--- config.mk ---
export PLATFORM = sky130hd
export DESIGN_NAME = button_arbiter
export DESIGN_NICKNAME = d
export VERILOG_FILES = /design/src/rtl/button_arbiter.sv
export SDC_FILE = /design/constraint.sdc
export NUM_CORES = 1
export LEC_CHECK = 0
export ABC_CLOCK_PERIOD_IN_PS = 2480
export BUFFER_PORTS_ARGS = -buffer_cell sky130_fd_sc_hd__buf_2
export CORE_UTILIZATION = 52
export CTS_CLUSTER_DIAMETER = 150
export DETAILED_ROUTE_END_ITERATION = 6
export PLACE_DENSITY = 0.74
export RECOVER_POWER = 100
export SYNTH_ARGS = -nofsm -noshare
export SYNTH_HDL_FRONTEND = slang
export SYNTH_SLANG_ARGS = --single-unit
--- constraint.sdc ---
create_clock -name Clock -period 2.48 [get_ports Clock]
set_input_delay 0.62 -clock Clock [delete_from_list [all_inputs] [get_ports Clock]]
set_output_delay 0.62 -clock Clock [all_outputs]
set_load 0.01 [all_outputs]
--- src/rtl/button_arbiter.sv ---
// Push-button front end: per-channel synchroniser, edge detect, lockout
// and pending latch, plus a round-robin command issuer.
module button_arbiter #(
    parameter int N       = 4,
    parameter int LOCKOUT = 4,
    parameter int IW      = $clog2(N)
) (
    input  logic          Clock,
    input  logic          ResetN,
    input  logic [N-1:0]  In,
    input  logic          CmdReady,
    input  logic          OvrClr,
    output logic          CmdValid,
    output logic [IW-1:0] CmdId,
    output logic [N-1:0]  Pending,
    output logic [N-1:0]  Overrun
);

    localparam int CW = $clog2(LOCKOUT + 1);

    typedef enum logic {
        IDLE,
        OFFER
    } state_t;

    state_t          state;
    logic [N-1:0]    s1;
    logic [N-1:0]    s2;
    logic [N-1:0]    s3;
    logic [CW-1:0]   lock_cnt [N];
    logic [N-1:0]    press;
    logic [N-1:0]    grant;
    logic [IW-1:0]   ptr;
    logic [IW-1:0]   winner;
    logic [2*N-1:0]  dbl;
    logic [N-1:0]    rot;
    int              off;
    int              wsum;

    always_comb begin
        for (int i = 0; i < N; i++) begin
            press[i] = s2[i] & ~s3[i] & (lock_cnt[i] == '0);
        end
    end

    // Rotate Pending so the search starts just after the last winner.
    always_comb begin
        dbl  = {Pending, Pending} >> (ptr + 1'b1);
        rot  = dbl[N-1:0];
        off  = 0;
        for (int i = N - 1; i >= 0; i--) begin
            if (rot[i]) begin
                off = i;
            end
        end
        wsum = int'(ptr) + 1 + off;
        if (wsum >= N) begin
            wsum = wsum - N;
        end
        winner = IW'(wsum);
    end

    always_comb begin
        grant = '0;
        if (state == IDLE && |Pending) begin
            grant[winner] = 1'b1;
        end
    end

    // Only s2 reads s1; s1 is the metastability-absorbing stage.
    always_ff @(posedge Clock or negedge ResetN) begin
        if (!ResetN) begin
            s1 <= '0;
            s2 <= '0;
            s3 <= '0;
            for (int i = 0; i < N; i++) begin
                lock_cnt[i] <= '0;
            end
        end else begin
            s1 <= In;
            s2 <= s1;
            s3 <= s2;
            for (int i = 0; i < N; i++) begin
                if (press[i]) begin
                    lock_cnt[i] <= CW'(LOCKOUT);
                end else if (lock_cnt[i] != '0) begin
                    lock_cnt[i] <= lock_cnt[i] - 1'b1;
                end
            end
        end
    end

    always_ff @(posedge Clock or negedge ResetN) begin
        if (!ResetN) begin
            Pending <= '0;
            Overrun <= '0;
        end else begin
            for (int i = 0; i < N; i++) begin
                if (grant[i]) begin
                    Pending[i] <= press[i];
                end else if (press[i]) begin
                    Pending[i] <= 1'b1;
                end
            end
            Overrun <= (Overrun & ~{N{OvrClr}})
                     | (press & Pending & ~grant);
        end
    end

    always_ff @(posedge Clock or negedge ResetN) begin
        if (!ResetN) begin
            state    <= IDLE;
            CmdValid <= 1'b0;
            CmdId    <= '0;
            ptr      <= IW'(N - 1);
        end else begin
            unique case (state)
                IDLE: begin
                    if (|Pending) begin
                        CmdId    <= winner;
                        CmdValid <= 1'b1;
                        ptr      <= winner;
                        state    <= OFFER;
                    end
                end
                OFFER: begin
                    if (CmdReady) begin
                        CmdValid <= 1'b0;
                        state    <= IDLE;
                    end
                end
                default: begin
                    state    <= IDLE;
                    CmdValid <= 1'b0;
                end
            endcase
        end
    end

endmodule

After elaboration in Yosys (flattened, before gate mapping)

Cells that the tools add are included.

Reduce and logical (&&, ||, !) cells: 21
Eq/ne operators: 2
Shifts and indexed selects: 1
Magnitude comparators: 3
Bitwise gates (word level): 19
Mux-type cells: 30
Add/subtract/negate cells: 8

Operator list:

| cell                                                                         | count |
|---|---|
| 32-bit two-way mux                                                           | 3 |
| 4-bit by 32-bit adder with 32-bit output                                     | 1 |
| 32-bit by 4-bit >= comparator with 1-bit output, second input constant       | 1 |
| 3-bit two-way mux                                                            | 8 |
| 2-bit nonzero test                                                           | 8 |
| 1-bit two-way mux                                                            | 13 |
| 4-bit bitwise AND                                                            | 3 |
| 3-bit zero test                                                              | 4 |
| 3-bit nonzero test                                                           | 4 |
| 3-bit by 1-bit subtractor with 3-bit output, second input constant           | 4 |
| 1-bit bitwise AND                                                            | 8 |
| 4-bit NOT                                                                    | 2 |
| 8-bit by 2-bit right shift with 4-bit output                                 | 1 |
| 1-bit NOT                                                                    | 5 |
| 2-bit two-way mux                                                            | 2 |
| 4-bit two-way mux                                                            | 1 |
| 4-bit OR                                                                     | 1 |
| 1-bit one-hot mux with 2 select lines                                        | 2 |
| 2-bit AND reduction                                                          | 2 |
| 4-bit OR reduction                                                           | 1 |
| 2-bit by 1-bit adder with 3-bit output, second input constant                | 1 |
| 2-bit by 3-bit less-than comparator with 1-bit output, second input constant | 1 |
| 2-bit by 1-bit adder with 2-bit output, second input constant                | 1 |
| 1-bit demux with 2-bit select                                                | 1 |
| 5 further kinds                                                              | 6 |

Output and inout port bits: 11
Input port bits: 8
Flip-flop bits (word level): 38

Logic depth before layout (Yosys ltp)

Word-level depth: 17
Gate-level depth with buffers: 12

Worst setup path after synthesis

Ideal clock, no wire load.

Path kind: flip-flop to flip-flop
From: register ptr[1]
To: register Pending[3]
Setup time: 0.094 ns
Path slack: 0.150 ns
Clock period less this slack: 2.330 ns
Arrival time: 2.236 ns
Path buffers: 1
Data required time: 2.386 ns
Stages on the path, launching flop included: 12
Path through: dfstp_2 clkbuf_2 nand2_1 a21oi_1 nor2_1 a211oi_1 a21oi_1 ha_1 xnor2_1 xnor2_1 nor3_1 a211oi_1

Cells in the longest elaborated chain, start to end: 15
Elaborated cells between the ends (all ways): 19
Classes of those cells: 4 x add/sub; 3 x order compare; 1 x shift; 9 x mux; 2 x reduce/logical

Ends and longest elaborated chain:

| item                                                                                                                                                 | line   | source |
|---|---|---|
| start, declared                                                                                                                                      | 33     | `logic [IW-1:0] ptr;` |
| start signal, assigned                                                                                                                               | 115    | `ptr <= IW'(N - 1);` |
| start signal, assigned                                                                                                                               | 122    | `ptr <= winner;` |
| 2-bit by 1-bit adder with 2-bit output                                                                                                               | 48     | `dbl = {Pending, Pending} >> (ptr + 1'b1);` |
| 8-bit by 2-bit right shift with 4-bit output                                                                                                         | 48     |  |
| 2-bit two-way mux                                                                                                                                    | 52     | `if (rot[i]) begin` |
| 32-bit two-way mux (3 in a row)                                                                                                                      | 52     |  |
| 4-bit by 32-bit adder with 32-bit output *                                                                                                           | 56     | `wsum = int'(ptr) + 1 + off;` |
| 32-bit by 4-bit >= comparator with 1-bit output / 2-bit by 1-bit subtractor with 2-bit output (equally long branches)                                | 57, 58 |  |
| 2-bit two-way mux *                                                                                                                                  | 57     | `if (wsum >= N) begin` |
| 2-bit by 3-bit less-than comparator with 1-bit output (not written as such) / 2-bit by 1-bit >= comparator with 1-bit output (equally long branches) | 66     | `grant[winner] = 1'b1;` |
| 1-bit logical AND (not written as such)                                                                                                              | 66     |  |
| 1-bit two-way mux (not written as such)                                                                                                              | 66     |  |
| 1-bit demux with 2-bit select *                                                                                                                      | 66     |  |
| 4-bit two-way mux *                                                                                                                                  | 65     | `if (state == IDLE && \|Pending) begin` |
| 1-bit two-way mux / 2-bit nonzero test (equally long branches)                                                                                       | -      |  |
| end signal, assigned by index                                                                                                                        | 100    | `Pending[i] <= press[i];` |
| end, declared                                                                                                                                        | 15     | `output logic [N-1:0] Pending,` |

Mark *: on every way between the ends. The rest lies on a longest branch, timed or not.
A chain may end at the register's enable or synchronous reset.

Worst setup path in the final report

From: register ptr[1]
To: register CmdId[1]

Cells in the longest elaborated chain, start to end: 9
Elaborated cells between the ends (all ways): 11
Classes of those cells: 4 x add/sub; 1 x order compare; 1 x shift; 5 x mux

Ends and longest elaborated chain:

| item                                                                                                                  | line   | source |
|---|---|---|
| 2-bit by 1-bit adder with 2-bit output                                                                                | 48     |  |
| 8-bit by 2-bit right shift with 4-bit output                                                                          | 48     |  |
| 2-bit two-way mux                                                                                                     | 52     |  |
| 32-bit two-way mux (3 in a row)                                                                                       | 52     |  |
| 4-bit by 32-bit adder with 32-bit output *                                                                            | 56     |  |
| 32-bit by 4-bit >= comparator with 1-bit output / 2-bit by 1-bit subtractor with 2-bit output (equally long branches) | 57, 58 |  |
| 2-bit two-way mux *                                                                                                   | 57     |  |
| end signal, assigned                                                                                                  | 120    | `CmdId <= winner;` |
| end, declared                                                                                                         | 14     | `output logic [IW-1:0] CmdId,` |

Marks and branches as above.

==> results.toml <==
[power_and_ir_drop]
vdd_drop_max_mv = 0.727
leakage_nw = 1.04
p_per_area_nw_per_um2 = 1440

[clock_network]
numCtsBuffers = 5
clockRootBuffer = "clkbuf_4"
hold_buffers = 0
cts.sinks = 38
cts_tree = "yes"
clk_path_buf_depth = 2
clock_latency_ns = 0.33
clk_transition_reported_paths_ns = 0.10
cts_htree_levels = 2

[floorplanning]
fp.dieW_um = 62.2
core-area_um2 = 3420
die_area_um2 = 3870
die_height_um = 62.2
fp-row-count = 21
io_pins = 19
initial_core_util_pct = 55.2

[global_routing]
grt_use_total_pct = 20.3
antenna_found_initial = 0
grt-ovfl-total = 0
grt_max_degree = 39
grt_pass1_wl_um = 6140
first_global_vias = 1466

[worst_setup_path]
worstSetupPathType = "register to register"
slowest_stage = "dfstp_2"
arrival_ns = 2.69
rr_startpoint = "ptr[1]"
critical_path.n_buffers_inverters = 1
timing.rr.end = "CmdId[1]"
rr_worst_depth = 11
crit_path_max_fanout = 5
rrSetupSlack_ns = 0.006
critPathMaxStageDelay_ns = 0.54
cp-start-kind = "register"
endpoint_kind = "register"
crit_top_cell = "a21oi_1"
path_delay_family = "flip-flops"
path_cells = "nand2_1 > a21oi_1 > nor2_1 > a211oi_1 > a21oi_1 > ha_1 > xnor2_2 > buf_4 > xnor2_4 > xnor2_1 > mux2_2"
worstPathRequired_ns = 2.70

[timing]
fin_setup_tns_ns = 0
setup_viol = 0
relSlewSlack_pct = -27.3
slew_violations = 39
fin_crit_sh_pct = 99.8
clock_skew_ns = 0.00989
final_hold_viol_count = 0
tightest_slew_ns = 1.91
max_freq_mhz = 404
rsz0062_at_grt = "true"
fin_crit_ns = 2.47

[finish]
postLayoutCoreUtil_pct = 63.4
fillers = 305
layout-drive-gt1-share_pct = 21.3
area_growth_pct = 14.8
diodes = 0
nets = 242

[drt]
drt_iter0_markers = 66
ant_nets = 0
wl_um = 3570
drt-pass1-iter-count = 4
vias = 1475
wl_per_cell_um = 13.2
drt-vias-per-instance = 5.44
drc_errors = 0

[job]
max-cap-violations = 1

[run_status]
violations = "capacitance limit, slew limit"
outcome = "complete, but fails checks"

[place]
portBuffers = 18
hpwl_um = 2660
place_congestion = 0.944

[min_path]
min_path_type = "register to register"
hold_end = "s2[0]"
hold_path_startpoint = "s1[0]"
min_path_cells = 0

[synthesis]
synth_edf_count = 0
synth_nets = 211
ys_ff_latch = 38
synthDistinctLibCells = 33
synth_flop_cell = "dfrtp_1"
yosys-top-cells-count = "dfrtp_1 (36), nor2_1 (26), nand2_1 (18)"
yosys.area.top_type = "dfrtp_1"
syn_inst = 194
ys_async_sr_fraction_pct = 100
syn_area_per_cell_um2 = 9.73
synth_warnings = 0
synth_top_area_share_pct = 47.7
yosysMostFrequentCell = "dfrtp_1"
syn_area_um2 = 1890
yosysSeqAreaShare_pct = 50.5
netlist_top_cells_area = "dfrtp_1 (48%), ha_1 (6.0%), nor2_1 (5.2%)"
==> kinds of logic after synthesis <==
kind of cell / synth area share (%)
AO/OA/AOI/OAI: 11.7
XOR/XNOR: 2.26
buffers and inverters: 4.97
AND/OR/NAND/NOR: 21.2
multiplexers: 3.32
flip-flops: 50.5
adder cells (fa/ha/maj): 5.97
==> how the worst max path moves through the flow <==
stage | startpoint | end | slack (ns) | cells past startpoint
finish | ptr[1] | CmdId[1] | 0.006 | 11
detailed placement | ptr[1] | CmdId[1] | 0.07 | 10
CTS | ptr[1] | CmdId[1] | 0.03 | 10
floorplan | ptr[1] | Pending[3] | 0.15 | 11
global placement | ptr[1] | CmdId[1] | 0.20 | 10
global route | ptr[1] | Pending[1] | -0.11 | 12
==> layer usage <==
metal	routed length, um	share of wire [%]	vias up	track usage [%]
met5	0	0	-	0
met2	1880	53	41	35.9
met3	157	4.4	6	5.15
li1	-	-	723	-
met1	1480	41	705	23.4
met4	47	1.3	0	7.85
==> where the power goes <==
part	total [mW]	switching, mW	internal, mW
Sequential	1.04	0.189	0.850
Clock	0.277	0.170	0.107
Combinational	1.80	0.971	0.830
==> sequential cells by signal, summed over array words and instances (netlist names) <==
name      count
CmdId         2
CmdValid      1
lock_cnt     12
Pending       4
s1            4
s2            4
ptr           2
state         1
s3            4
Overrun       4
==> worst register-to-register path: stages, from the launching register on <==
cell and delay, ns:
dfstp_2 0.54, nand2_1 0.06, a21oi_1 0.21, nor2_1 0.06
a211oi_1 0.20, a21oi_1 0.08, ha_1 0.23, xnor2_2 0.16
buf_4 0.17, xnor2_4 0.23, xnor2_1 0.11, mux2_2 0.31
==> placed cells by master, fill, tap and decap left out, types with 4 or more instances in the layout <==
cell type,count
inv_1,14
nor3_1,4
nand2_1,18
nor4bb_1,4
mux2i_1,4
clkbuf_4,5
nand3_1,6
o21ai_0,13
a21oi_1,9
ha_1,9
nor4_1,4
a211oi_1,5
nor2_1,26
buf_2,17
buf_4,12
nor2b_1,11
dfrtp_1,36
==> through the flow <==
stage               hold slack, ns  setup WS (ns)  area (um2)  power (mW)  instances
floorplan                    0.324          0.150        1890        2.18        194
global placement             0.333          0.203        2070        2.49        261
detailed placement           0.336         0.0670        2070        2.62        261
CTS                          0.361         0.0318        2120        2.91        268
global route                 0.368         -0.108        2170        3.38        271
finish                       0.357        0.00618        2170        3.12        271
==> layout make-up <==
cell class | instances | area [um2] | area share [%]
Sequential cell | 38 | 953 | 44.0
Timing Repair Buffer | 30 | 179 | 8.26
Clock buffer | 7 | 45.0 | 2.08
Tap cell | 46 | 57.6 | 2.66
Inverter | 15 | 56.3 | 2.60
Multi-Input combinational cell | 135 | 875 | 40.4
==> timing repair <==
item,in CTS,in global routing
setup endpoints to repair,0,10
gates resized for setup,0,3
setup buffers,0,2
Note: power is estimated with default switching activity, not from simulation.
